==> src/rtl/coherence_bus_arbiter.sv <==
// Two-cache arbiter for a shared memory port with write-invalidate coherence.
// One transaction in flight; round-robin between caches when both request.
module coherence_bus_arbiter (
    input  logic        clock,
    input  logic        reset,
    input  logic        req_valid_0,
    input  logic        req_valid_1,
    input  logic [24:0] req_0,
    input  logic [24:0] req_1,
    output logic        req_ready_0,
    output logic        req_ready_1,
    output logic        mem_req_valid,
    output logic [24:0] mem_req,
    input  logic        mem_req_ready,
    input  logic        mem_resp_valid,
    input  logic [15:0] mem_resp,
    output logic        resp_valid_0,
    output logic        resp_valid_1,
    output logic [15:0] resp_data,
    output logic        inv_valid_0,
    output logic        inv_valid_1,
    output logic [15:0] inv_addr,
    input  logic        inv_ack_0,
    input  logic        inv_ack_1
);

    localparam int unsigned REQ_W  = 25;
    localparam int unsigned DATA_W = 16;
    localparam int unsigned ADDR_W = 16;
    localparam int unsigned CMD_B  = 24;

    typedef enum logic [1:0] {
        ST_IDLE,
        ST_ISSUE,
        ST_WAIT_RESP,
        ST_INVAL
    } state_t;

    state_t              r_state;
    logic                r_ptr;
    logic                r_owner;
    logic                r_req_ready_0;
    logic                r_req_ready_1;
    logic                r_mem_req_valid;
    logic [REQ_W-1:0]    r_mem_req;
    logic                r_resp_valid_0;
    logic                r_resp_valid_1;
    logic [DATA_W-1:0]   r_resp_data;
    logic                r_inv_valid_0;
    logic                r_inv_valid_1;
    logic [ADDR_W-1:0]   r_inv_addr;

    logic w_any_req;
    logic w_sel;
    logic w_other_ack;

    // Pointer only matters on a tie; a lone requester wins outright.
    assign w_any_req   = req_valid_0 | req_valid_1;
    assign w_sel       = (req_valid_0 & req_valid_1) ? r_ptr : req_valid_1;
    assign w_other_ack = r_owner ? inv_ack_0 : inv_ack_1;

    always_ff @(posedge clock) begin
        if (reset) begin
            r_state         <= ST_IDLE;
            r_ptr           <= 1'b0;
            r_owner         <= 1'b0;
            r_req_ready_0   <= 1'b0;
            r_req_ready_1   <= 1'b0;
            r_mem_req_valid <= 1'b0;
            r_mem_req       <= '0;
            r_resp_valid_0  <= 1'b0;
            r_resp_valid_1  <= 1'b0;
            r_resp_data     <= '0;
            r_inv_valid_0   <= 1'b0;
            r_inv_valid_1   <= 1'b0;
            r_inv_addr      <= '0;
        end else begin
            r_req_ready_0  <= 1'b0;
            r_req_ready_1  <= 1'b0;
            r_resp_valid_0 <= 1'b0;
            r_resp_valid_1 <= 1'b0;
            case (r_state)
                ST_IDLE: begin
                    if (w_any_req) begin
                        r_mem_req     <= w_sel ? req_1 : req_0;
                        r_owner       <= w_sel;
                        r_ptr         <= ~w_sel;
                        r_req_ready_0 <= ~w_sel;
                        r_req_ready_1 <= w_sel;
                        r_state       <= ST_ISSUE;
                    end
                end
                // First ISSUE cycle only raises valid, so memory sees it one cycle after the grant.
                ST_ISSUE: begin
                    if (!r_mem_req_valid) begin
                        r_mem_req_valid <= 1'b1;
                    end else if (mem_req_ready) begin
                        r_mem_req_valid <= 1'b0;
                        r_state         <= ST_WAIT_RESP;
                    end
                end
                ST_WAIT_RESP: begin
                    if (mem_resp_valid) begin
                        if (r_mem_req[CMD_B]) begin
                            r_inv_addr    <= r_mem_req[ADDR_W-1:0];
                            r_inv_valid_0 <= r_owner;
                            r_inv_valid_1 <= ~r_owner;
                            r_state       <= ST_INVAL;
                        end else begin
                            r_resp_data    <= mem_resp;
                            r_resp_valid_0 <= ~r_owner;
                            r_resp_valid_1 <= r_owner;
                            r_state        <= ST_IDLE;
                        end
                    end
                end
                ST_INVAL: begin
                    if (w_other_ack) begin
                        r_inv_valid_0  <= 1'b0;
                        r_inv_valid_1  <= 1'b0;
                        r_resp_data    <= '0;
                        r_resp_valid_0 <= ~r_owner;
                        r_resp_valid_1 <= r_owner;
                        r_state        <= ST_IDLE;
                    end
                end
                default: r_state <= ST_IDLE;
            endcase
        end
    end

    assign req_ready_0   = r_req_ready_0;
    assign req_ready_1   = r_req_ready_1;
    assign mem_req_valid = r_mem_req_valid;
    assign mem_req       = r_mem_req;
    assign resp_valid_0  = r_resp_valid_0;
    assign resp_valid_1  = r_resp_valid_1;
    assign resp_data     = r_resp_data;
    assign inv_valid_0   = r_inv_valid_0;
    assign inv_valid_1   = r_inv_valid_1;
    assign inv_addr      = r_inv_addr;

endmodule

==> config.mk <==
export PLATFORM = sky130hd
export DESIGN_NAME = coherence_bus_arbiter
export DESIGN_NICKNAME = d
export VERILOG_FILES = /design/src/rtl/coherence_bus_arbiter.sv
export SDC_FILE = /design/constraint.sdc
export NUM_CORES = 1
export LEC_CHECK = 0
export ABC_CLOCK_PERIOD_IN_PS = 2650
export BUFFER_PORTS_ARGS = -buffer_cell sky130_fd_sc_hd__buf_2
export CAP_MARGIN = 10
export CORE_MARGIN = 2
export CORE_UTILIZATION = 40
export CTS_CLUSTER_DIAMETER = 60
export CTS_CLUSTER_SIZE = 28
export DETAILED_ROUTE_END_ITERATION = 10
export PLACE_DENSITY_LB_ADDON = 0.12
export RECOVER_POWER = 25
export REMOVE_ABC_BUFFERS = 1
export SLEW_MARGIN = 40
export SYNTH_ARGS = -nofsm -noshare
export SYNTH_HDL_FRONTEND = slang
export SYNTH_SLANG_ARGS = --single-unit
==> constraint.sdc <==
create_clock -name clock -period 2.65 [get_ports clock]
set_input_delay 0.265 -clock clock [delete_from_list [all_inputs] [get_ports clock]]
set_output_delay 0.265 -clock clock [all_outputs]
set_load 0.005 [all_outputs]
==> metrics <==
status=finished, final reports clean; critical path arrival=2.25 ns; Skew-Pair Late Insertion Delay=0.33 ns; synthesized flop and latch total=68; Clock Pin Slew Worst Setup and Hold Paths=0.07 ns; Avg Inst Size Synth=8.852 µm²; Final ANT Viol Nets=0; cells after synthesis=322; # Post-CTS Setup Buffers=0; CP Class=reg -> reg; Netlist cell types=35; Num CTS Buffers=9; most frequent cells in the layout=120 x buf_2, 68 x dfxtp_1, 51 x nand2_1; Period minus WS final=1.971 ns; Worst setup EP type=flip-flop; post-synthesis compound-gate area fraction=0.2191; Hold Fails Final Rpt=0; met2 WL=3731 µm; drt wl/cell=15.12 µm; Warnings, synthesis=0; Worst Hold Class=in -> reg; Seq pwr share=0.499; antenna fix cells=0; commonest non-fill, non-tap cell in the layout=buf_2; combinational power share=0.128; RD Place Congestion=0.7773; switching power=0.5602 mW; pins over their slew limit=0; final wirelength=8226 µm; Pint=1.646 mW; Max Root-Sink Buffers=2; die width=88.42 µm; Least-Margin Pin Slew=0.7900 ns; vias in the first global route=2576; global-route wire length before repair=12630 µm; root buffer cell=clkbuf_8; DR vias/cell=5.270; Placed Instances=529; CP max FO=18; unrepaired setup endpoints after global routing=false; # nets final=518; proportion of synthesized area in mux cells=0.01141; Seq/Total Area, Yosys=0.4776; hold buffer count at cts=0; Critical Path Source Type=flip-flop; die height=88.42 µm; drt drc=0; Post-Synth Adder-Cell Area=0; Setup TNS=0 ns; pwr/cell area=591.0 mW/mm²; clk_skew=0.008160 ns; GR Overflow Total=0; max-cap violations=0; synth-to-layout area growth=30.99%; Clk pwr share=0.374; Sequential Area=0.001361 mm²; area of the multi-input gates=0.001351 mm²; DRT met1 WL=3792 µm; LEAKAGE=1.517 nW; largest family of logic cells by synthesized area=simple AND/OR/NAND/NOR gates; Top Metal Used=met4; routed vias=2867; Post-Synth XOR/XNOR Area=0; port bufs=137; # H-tree levels=3; initial drt markers=126; CTS tree=yes; final setup vio count=0; Tcrit/Tclk final=0.7437; fin cells=544; mapped cell area=0.002850 mm²; Pre-Repair DR Iteration Count=4; CTS Sinks=68; Slew headroom=0.4729; die area=0.007817 mm²; EDFF count, synth=0; fillcell total=686; post-synthesis simple-gate area fraction=0.2384; layout cell share with drive strength beyond 1=0.3460; # IOs=138; global routing usage summed across all routing layers=0.2075; largest net degree at the start of global routing=42; share of flip-flops with an asynchronous set or reset=0; core area=0.006832 mm²; Peak Freq=507.4 MHz; Worst Path Required=2.93 ns; Net Sw Frac=0.2539; dominant synthesized flop cell=dfxtp_1; post-DP HPWL=5514 µm; antenna violations before repair=0; maximum VDD drop=232.9 µV; post_cts resized=0; Initial Utilization=0.4172; Site Rows=30; met3 wire length=635 µm
[sequential cells by signal, summed over array words and instances, names as in the netlist]
name / cells
inv_valid_1: 1
inv_addr: 16
inv_valid_0: 1
resp_data: 16
r_state: 2
r_ptr: 1
mem_req: 25
r_owner: 1
req_ready_0: 1
mem_req_valid: 1
resp_valid_0: 1
resp_valid_1: 1
req_ready_1: 1
[stage by stage]
stage               worst slack, ns    util  hold slack (ns)  cell area (µm²)  total power, mW
CTS                          0.7052  0.5496           0.1450             3755            2.229
global placement             0.4607  0.5203           0.4390             3555            1.403
global route                 0.5353  0.5465           0.1411             3734            2.305
detailed placement           0.7206  0.5216           0.4471             3563            1.405
floorplan                    0.3507       -           0.3341             2698            1.241
finish                       0.6793  0.5465           0.1549             3734            2.207
[worst max-delay path, cell delays in order, from the launching register on]
cell     delay (ns)
dfxtp_1        0.50
nor3b_4        0.71
and3b_1        0.49
a221o_1        0.22
[power by group through the flow]
stage	clock (mW)	sequential [mW]	combinational, mW
after global routing	0.888	1.11	0.311
after floorplan	0	1.12	0.117
after CTS	0.846	1.10	0.284
after detailed placement	0	1.12	0.283
after global placement	0	1.12	0.280
final	0.825	1.10	0.282
[layout make-up]
class                           count  area share
Sequential cell                    68      0.3646
Clock buffer                       11     0.03787
Timing Repair Buffer              143      0.1900
Multi-Input combinational cell    222      0.3619
Tap cell                           96     0.03217
Clock inverter                      4     0.01340
[final timing paths]
check                    from     endpoint  slack, ns  depth (start not counted)
hold reg to reg   inv_addr[7]  inv_addr[7]       0.45                          2
setup / recovery   r_state[1]   mem_req[3]       0.68                          3
hold / removal      req_0[19]  mem_req[19]       0.15                          2
setup reg to reg   r_state[1]   mem_req[3]       0.68                          3
[logic make-up after synthesis]
logic type / after synthesis
mux: 2
buf+inv: 32
compound gates: 101
flops: 68
simple gates: 119
[layer usage]
| layer | GRT usage | vias up |
|---|---|---|
| met1 | 0.2837 | 1332 |
| li1 | - | 1427 |
| met3 | 0.06157 | 6 |
| met2 | 0.3151 | 102 |
| met5 | 0 | - |
| met4 | 0.06887 | 0 |
[synthesized netlist by cell type (all sizes together) (2+ instances only)]
library cell	number	area share
clkbuf	13	0.017
nor2b	3	0.0066
a221o	8	0.028
nand3	19	0.033
nand4b	2	0.0083
o211ai	18	0.047
nand3b	2	0.0053
nor3b	10	0.042
nand2	51	0.067
buf	19	0.036
a21oi	35	0.063
o21ai	18	0.032
nand4	17	0.037
nand2b	2	0.0044
nor2	4	0.0079
a21o	2	0.0053
a31oi	20	0.044
or2	2	0.0044
dfxtp	68	0.48
Power figures use the tool's default switching activity.
